`config.mk`:
```
export PLATFORM = sky130hd
export DESIGN_NAME = sample_hex_tx
export DESIGN_NICKNAME = d
export VERILOG_FILES = /design/src/rtl/sample_hex_tx.sv
export SDC_FILE = /design/constraint.sdc
export NUM_CORES = 1
export LEC_CHECK = 0
export ABC_AREA = 1
export CORE_AREA = 8 8 64 66
export CTS_CLUSTER_DIAMETER = 60
export DETAILED_ROUTE_END_ITERATION = 7
export DIE_AREA = 0 0 72 74
export DONT_BUFFER_PORTS = 1
export PLACE_DENSITY_LB_ADDON = 0.1
export SYNTH_ARGS = -nofsm -noshare
export SYNTH_HDL_FRONTEND = slang
export SYNTH_SLANG_ARGS = --single-unit
```
`constraint.sdc`:
```
create_clock -name clk -period 1.75 [get_ports clk]
set_input_delay 0.175 -clock clk [delete_from_list [all_inputs] [get_ports clk]]
set_output_delay 0.175 -clock clk [all_outputs]
set_load 0.1 [all_outputs]
```
`src/rtl/sample_hex_tx.sv`:
```
// UART transmitter that renders each accepted sample as uppercase ASCII hex plus CR LF.
// Frames are 8N1 at a fixed CLOCKS_PER_BAUD divisor; input is accepted only while idle.
module sample_hex_tx #(
    parameter int unsigned CLOCKS_PER_BAUD = 868,
    parameter int unsigned SAMPLE_WIDTH    = 8
) (
    input  logic                    clk,
    input  logic                    rst,
    input  logic [SAMPLE_WIDTH-1:0] in_data,
    input  logic                    in_valid,
    output logic                    in_ready,
    output logic                    busy,
    output logic                    txd
);
    localparam int unsigned Nibbles = SAMPLE_WIDTH / 4;
    localparam int unsigned CntW    = (CLOCKS_PER_BAUD > 1) ? $clog2(CLOCKS_PER_BAUD) : 1;
    localparam logic [CntW-1:0] BaudLast = CntW'(CLOCKS_PER_BAUD - 1);
    localparam logic [3:0]      CrChar   = 4'(Nibbles);
    localparam logic [3:0]      LfChar   = 4'(Nibbles + 1);

    typedef enum logic [1:0] {StIdle, StStart, StData, StStop} state_e;

    state_e                  state_q, state_d;
    logic [CntW-1:0]         baud_q, baud_d;
    logic [2:0]              bit_q, bit_d;
    logic [3:0]              char_q, char_d;
    logic [SAMPLE_WIDTH-1:0] sample_q, sample_d;
    logic [3:0]              nibble;
    logic [7:0]              cur_char;
    logic                    baud_tick;

    assign baud_tick = (baud_q == BaudLast);

    // Character index 0 is the most-significant nibble; the last two indices are CR and LF.
    always_comb begin
        nibble = 4'h0;
        for (int i = 0; i < Nibbles; i++) begin
            if (char_q == 4'(Nibbles - 1 - i)) begin
                nibble = sample_q[4*i +: 4];
            end
        end
        if (char_q == CrChar) begin
            cur_char = 8'h0D;
        end else if (char_q == LfChar) begin
            cur_char = 8'h0A;
        end else if (nibble < 4'd10) begin
            cur_char = 8'h30 + {4'h0, nibble};
        end else begin
            cur_char = 8'h37 + {4'h0, nibble};
        end
    end

    always_comb begin
        state_d  = state_q;
        baud_d   = baud_q;
        bit_d    = bit_q;
        char_d   = char_q;
        sample_d = sample_q;
        in_ready = 1'b0;
        busy     = 1'b1;
        txd      = 1'b1;

        // Counter wraps on every bit boundary so character timing never drifts.
        if (state_q != StIdle) begin
            baud_d = baud_tick ? '0 : baud_q + 1'b1;
        end

        unique case (state_q)
            StIdle: begin
                in_ready = 1'b1;
                busy     = 1'b0;
                if (in_valid) begin
                    sample_d = in_data;
                    char_d   = '0;
                    bit_d    = '0;
                    baud_d   = '0;
                    state_d  = StStart;
                end
            end
            StStart: begin
                txd = 1'b0;
                if (baud_tick) begin
                    bit_d   = '0;
                    state_d = StData;
                end
            end
            StData: begin
                txd = cur_char[bit_q];
                if (baud_tick) begin
                    bit_d = bit_q + 1'b1;
                    if (bit_q == 3'd7) begin
                        state_d = StStop;
                    end
                end
            end
            StStop: begin
                if (baud_tick) begin
                    if (char_q < LfChar) begin
                        char_d  = char_q + 1'b1;
                        state_d = StStart;
                    end else begin
                        state_d = StIdle;
                    end
                end
            end
            default: state_d = StIdle;
        endcase
    end

    always_ff @(posedge clk or posedge rst) begin
        if (rst) begin
            state_q  <= StIdle;
            baud_q   <= '0;
            bit_q    <= '0;
            char_q   <= '0;
            sample_q <= '0;
        end else begin
            state_q  <= state_d;
            baud_q   <= baud_d;
            bit_q    <= bit_d;
            char_q   <= char_d;
            sample_q <= sample_d;
        end
    end

endmodule

```
# == Yosys cells after proc, flatten, opt, wreduce, memory -nomap -nowiden ==
# Cells that the tools add are included.
# word_totals
regBits,27
inputBits,11
out_inout_bits,3
elab_cells,65
# op_classes
addsub,5
n_lt_le_gt_ge,3
n_eq_ne,14
muxes,29
n_reduce_logical,9
# op_table
operator,n
10-bit 2-to-1 mux,4
7-bit 2-to-1 mux,3
4-bit 2-to-1 mux,5
"6-bit by 4-bit adder with 7-bit output, first input constant",2
"2-bit inequality test, second input constant",6
"10-bit by 1-bit adder with 10-bit output, second input constant",1
"10-bit == test, second input constant",1
2-bit 2-to-1 mux,5
3-bit 2-to-1 mux,3
3-bit case mux with 3 select lines,1
"4-bit by 2-bit == test with 1-bit output, second input constant",2
2-bit case mux with 4 select lines,1
4-bit case mux with 2 select lines,1
4-bit AND reduction,2
5-bit AND reduction,1
"4-bit by 1-bit adder with 4-bit output, second input constant",1
"2-bit == test, second input constant",2
"4-bit by 1-bit == test with 1-bit output, second input constant",1
4-bit zero test,1
"3-bit by 4-bit less-than comparator with 1-bit output, second input constant",1
"4-bit by 2-bit less-than comparator with 1-bit output, second input constant",1
"4-bit less-than comparator, second input constant",1
1-bit 2-to-1 mux,4
2-bit nonzero test,2
other kinds (8),8

# == Logic depth before layout (Yosys ltp) ==
# logic_depth
ltp_word,10
ltp_mapped,18
mapped_depth_nobuf,18

# == Least setup slack after synthesis ==
# Ideal clock, no wire load.
# synth_timing
kind,register to register
start,register state_q[0]
end,register state_q[0]
setup_time_ns,0.136
arrival_ns,2.654
required_time_ns,1.614
slack_ns,-1.040
stages_incl_launch_ff,8
path_buffers,0
period_less_slack_ns,2.790
path_cell_list,dfrtp_1 -> inv_1 -> ha_1 -> inv_2 -> nor2_1 -> inv_2 -> o2111ai_1 -> o21ai_0
# synth_via
elab_chain_len,3
elab_cells_between_ends,11
cone_classes,eq/ne: 8; mux: 1; reduce/logical: 2
# synth_rtl
item,line_no,rtl
"start, declared",23,"state_e state_q, state_d;"
"start signal, assigned",112,state_q <= StIdle;
"start signal, assigned",118,state_q <= state_d;
"2-bit == test, or another cell as far along",68,unique case (state_q)
2-bit inequality test (no source line),n/a,
5-bit AND reduction (no source line),n/a,
# Several ways; a longest one is shown, not always the timed one.
# A chain may end at the register's enable or synchronous reset.

# == Worst setup path in the final report ==
# layout_timing
start,register char_q[1]
end,output txd
# layout_via
elab_chain_len,10
elab_cells_between_ends,15
cone_classes,add/sub: 2; order compare: 1; eq/ne: 3; mux: 8; reduce/logical: 1
# layout_rtl
item,line_no,rtl
"start, declared",26,"logic [3:0] char_q, char_d;"
"start signal, assigned",121,char_q <= char_d;
4-bit by 1-bit == test with 1-bit output,38,if (char_q == 4'(Nibbles - 1 - i)) begin
4-bit 2-to-1 mux (2 in series),38,
"6-bit by 4-bit adder with 7-bit output, or another cell as far along",49,"cur_char = 8'h37 + {4'h0, nibble};"
7-bit 2-to-1 mux,46,end else if (nibble < 4'd10) begin
7-bit 2-to-1 mux,44,end else if (char_q == LfChar) begin
7-bit 2-to-1 mux *,42,if (char_q == CrChar) begin
1-bit binary-select mux with 3-bit select *,88,txd = cur_char[bit_q];
1-bit 2-to-1 mux (not written as such) *,88,
1-bit case mux with 2 select lines *,68,
"end, declared",13,output logic txd
# Mark *: on every way between the ends. The rest lies on a longest branch, timed or not. The select of a mux whose other input is x is not followed.

==> out/metrics.csv <==
metric;value;unit
min Tclk post-route;2.50;ns
most used cell along the critical path;nand2_1;
Max Slew Vio Count;0;
arrival time worst endpoint;2.32;ns
Final nets;272;
fin worst setup slack;-0.747;ns
largest net degree at the start of global routing;28;
WL final;3790;um
HPWL after DPL;2750;um
hold crit path type;in2reg;
warnings from Yosys;0;
f_max;400;MHz
Tcrit/Tclk final;143;%
reg2reg setup slack;0.12;ns
clock-pin slew on the worst setup and hold paths;0.14;ns
P_leak;1.09;nW
crit-path leading delay family;simple AND/OR/NAND/NOR gates;
Sum Neg Setup Slack;-0.747;ns
violated checks;setup timing;
Placed Cells;277;
total grt overflow;0;
Worst setup SP type;flop;
Setup CP Type;reg2out;
RSZ-0062 raised after global routing;true;
CTS tree;done;
maximum VDD drop;0.000354;V
syn_nets;235;
DRC Markers;0;
Power Dens Cells;423;nW/um^2
# diodes;0;
R2R cell count;8;
deepest clock path buffer count;2;
buffers added on ports;0;
Post-DRT Antenna Nets;0;
CP startpoint;char_q[1];
final setup fails;1;
GRT Resource Usage Total;14.9;%
average wire per cell in the routed design;12.9;um
CP endpoint kind;primary output;
Worst-Margin Slew;0.414;ns
# H-tree levels;1;
layout cells sized above 1;28.6;%
synth top area cells;dfrtp_1 (40%), nand2_1 (9.1%), ha_1 (8.9%);
Max Clock Skew;0.00508;ns
CP Max Fanout;4;
Post-Syn Area;1690;um^2
initial antenna violation count;0;
core outline area;3180;um^2
Post-synth EDFFs;0;
Die W;72;um
vias in the first global route;1467;
Async S/R FF share, synth;100;%
Worst Path Required;1.57;ns
status;finished, violations left;
Clock Sinks;27;
CP Buf/Inv Count;2;
r2r endpoint;char_q[1];
Yosys top cell area share;40.0;%
commonest register cell after synthesis;dfrtp_1;
Crit path largest cell delay;0.43;ns
TritonCTS Buffers;3;
# IOs;14;
Synth Area per Inst;7.97;um^2
FF-to-FF Start;state_q[1];
sequential-to-total area share from yosys stat;40.0;%
Final Wtd Congestion;0.878;
critical path depth in cells;14;
headroom to the max-slew limit;72.4;%
MaxCap Viol Count;0;
Worst-Skew Late Latency;0.33;ns
Vias/cell;5.06;
Placement Rows;21;
post-route insts no fill;294;
Synth-to-Final Area Change;29.3;%
clock root cell;clkbuf_4;
Synth Instances;212;
final hold violations;0;
FILL cells;265;
Critical Path Slowest Stage Cell;dfrtp_1;
flops & latches, synth;27;
die extent in y;74;um
first-pass GRT wire length;6310;um
count of different cell masters after synthesis;26;
Initial Utilization;53.1;%
Synth area leader;dfrtp_1;
Die ar.;5330;um^2
via count;1487;
CP cell instances;inv_2, ha_4, nand2_1, nand2_1, nand2_2, ha_4, buf_4, a21oi_2, nand2_1, nand3_1, o21bai_1, nand2_2, nand2_4, nand2_8;
DRT Pass-1 Iters;4;
DRT iter0 DRCs;65;
crit path to;txd;
## timing repair
action / 4_1_cts / 5_1_grt
endpoints found under the hold margin: 32 / 2
pin swaps: 4 / 19
resized for setup: 1 / 18
setup endpoints to repair: 1 / 7
setup buffers: 2 / 3
hold buffers: 6 / 2
## registers in the layout (all words and copies together) (netlist names)
name      flops
baud_q       10
sample_q      8
char_q        4
bit_q         3
state_q       2
## power by group
group	leakage, nW	internal [mW]	switching [mW]	total [mW]
Combinational	0.757	0.0137	0.0150	0.0287
Clock	0.0150	0.0894	0.182	0.272
Sequential	0.321	0.624	0	0.624
Total	1.09	0.727	0.197	0.925
## synthesized netlist by cell type, types with 2 or more instances
master	count
nand2_2	5
mux2_2	5
inv_2	4
nand2_4	4
o22ai_1	3
nor2_1	16
dfrtp_1	27
xor2_1	3
a21oi_1	12
ha_1	12
nand3_1	18
nand2_1	41
a21oi_2	2
nor3_1	3
inv_1	34
o21ai_0	10
nor2_4	2
o21ai_1	2
nand4_1	2
## worst min path at each step
stage	startpoint	to	cells after the start	slack [ns]
6_report	in_data[1]	sample_q[1]	2	0.02
3_3_place_gp	rst	char_q[2]	2	0.14
3_5_place_dp	rst	char_q[3]	2	0.15
2_1_floorplan	rst	baud_q[0]	1	0.23
5_1_grt	in_data[1]	sample_q[1]	2	0.02
4_1_cts	in_data[4]	sample_q[4]	2	0.0003
## final cells by class
class	count	area, um^2	area share (%)
Multi-Input combinational cell	146	1000	45.8
Sequential cell	27	676	30.9
Timing Repair Buffer	33	272	12.4
Inverter	38	153	6.99
Tap cell	46	57.6	2.64
Clock buffer	4	26.3	1.20
## cells in the final DEF, fill, tap and decap left out, drive strengths merged
master	Yosys	final
nand3	18	18
xor2	3	3
inv	38	38
a22o	1	1
dfrtp	27	27
o31ai	1	1
nand2	50	50
o21ai	12	12
clkbuf	1	4
nor4	1	1
o32ai	1	1
nor3	3	3
nor2	18	18
dlygate4sd3	0	8
nand4	2	2
o2111ai	1	1
o21bai	1	1
o22ai	3	3
a21oi	14	14
ha	12	12
buf	0	25
mux2	5	5
## through the flow
step / worst slack [ns] / hold slack (ns) / utilization, % / cell area [um^2] / total power, mW
2_1_floorplan: -0.206 / 0.228 / - / 1760 / 0.645
5_1_grt: -0.891 / 0.0152 / 68.7 / 2180 / 0.954
6_report: -0.747 / 0.0166 / 68.7 / 2180 / 0.925
4_1_cts: -0.691 / 0.000253 / 65.3 / 2080 / 0.926
3_3_place_gp: -0.294 / 0.145 / 61.8 / 1960 / 0.650
3_5_place_dp: -0.329 / 0.148 / 61.8 / 1960 / 0.650
## layer usage
metal | wire length (um) | GRT usage [%]
met5 | 0 | 0
met4 | 82 | 6.58
met3 | 77 | 1.75
met2 | 2030 | 27.5
met1 | 1600 | 16.8
## cell families (layout without fill, tap and decap cells)
logic type | after synthesis | in the layout | share of synthesized area (%)
AO/OA/AOI/OAI | 34 | 34 | 11.7
XOR/XNOR | 3 | 3 | 1.56
adder cells (fa/ha/maj) | 12 | 12 | 8.89
buffers and inverters | 39 | 75 | 8.67
flip-flops | 27 | 27 | 40.0
multiplexers | 5 | 5 | 3.33
AND/OR/NAND/NOR | 92 | 92 | 25.9
Power figures use the tool's default switching activity.
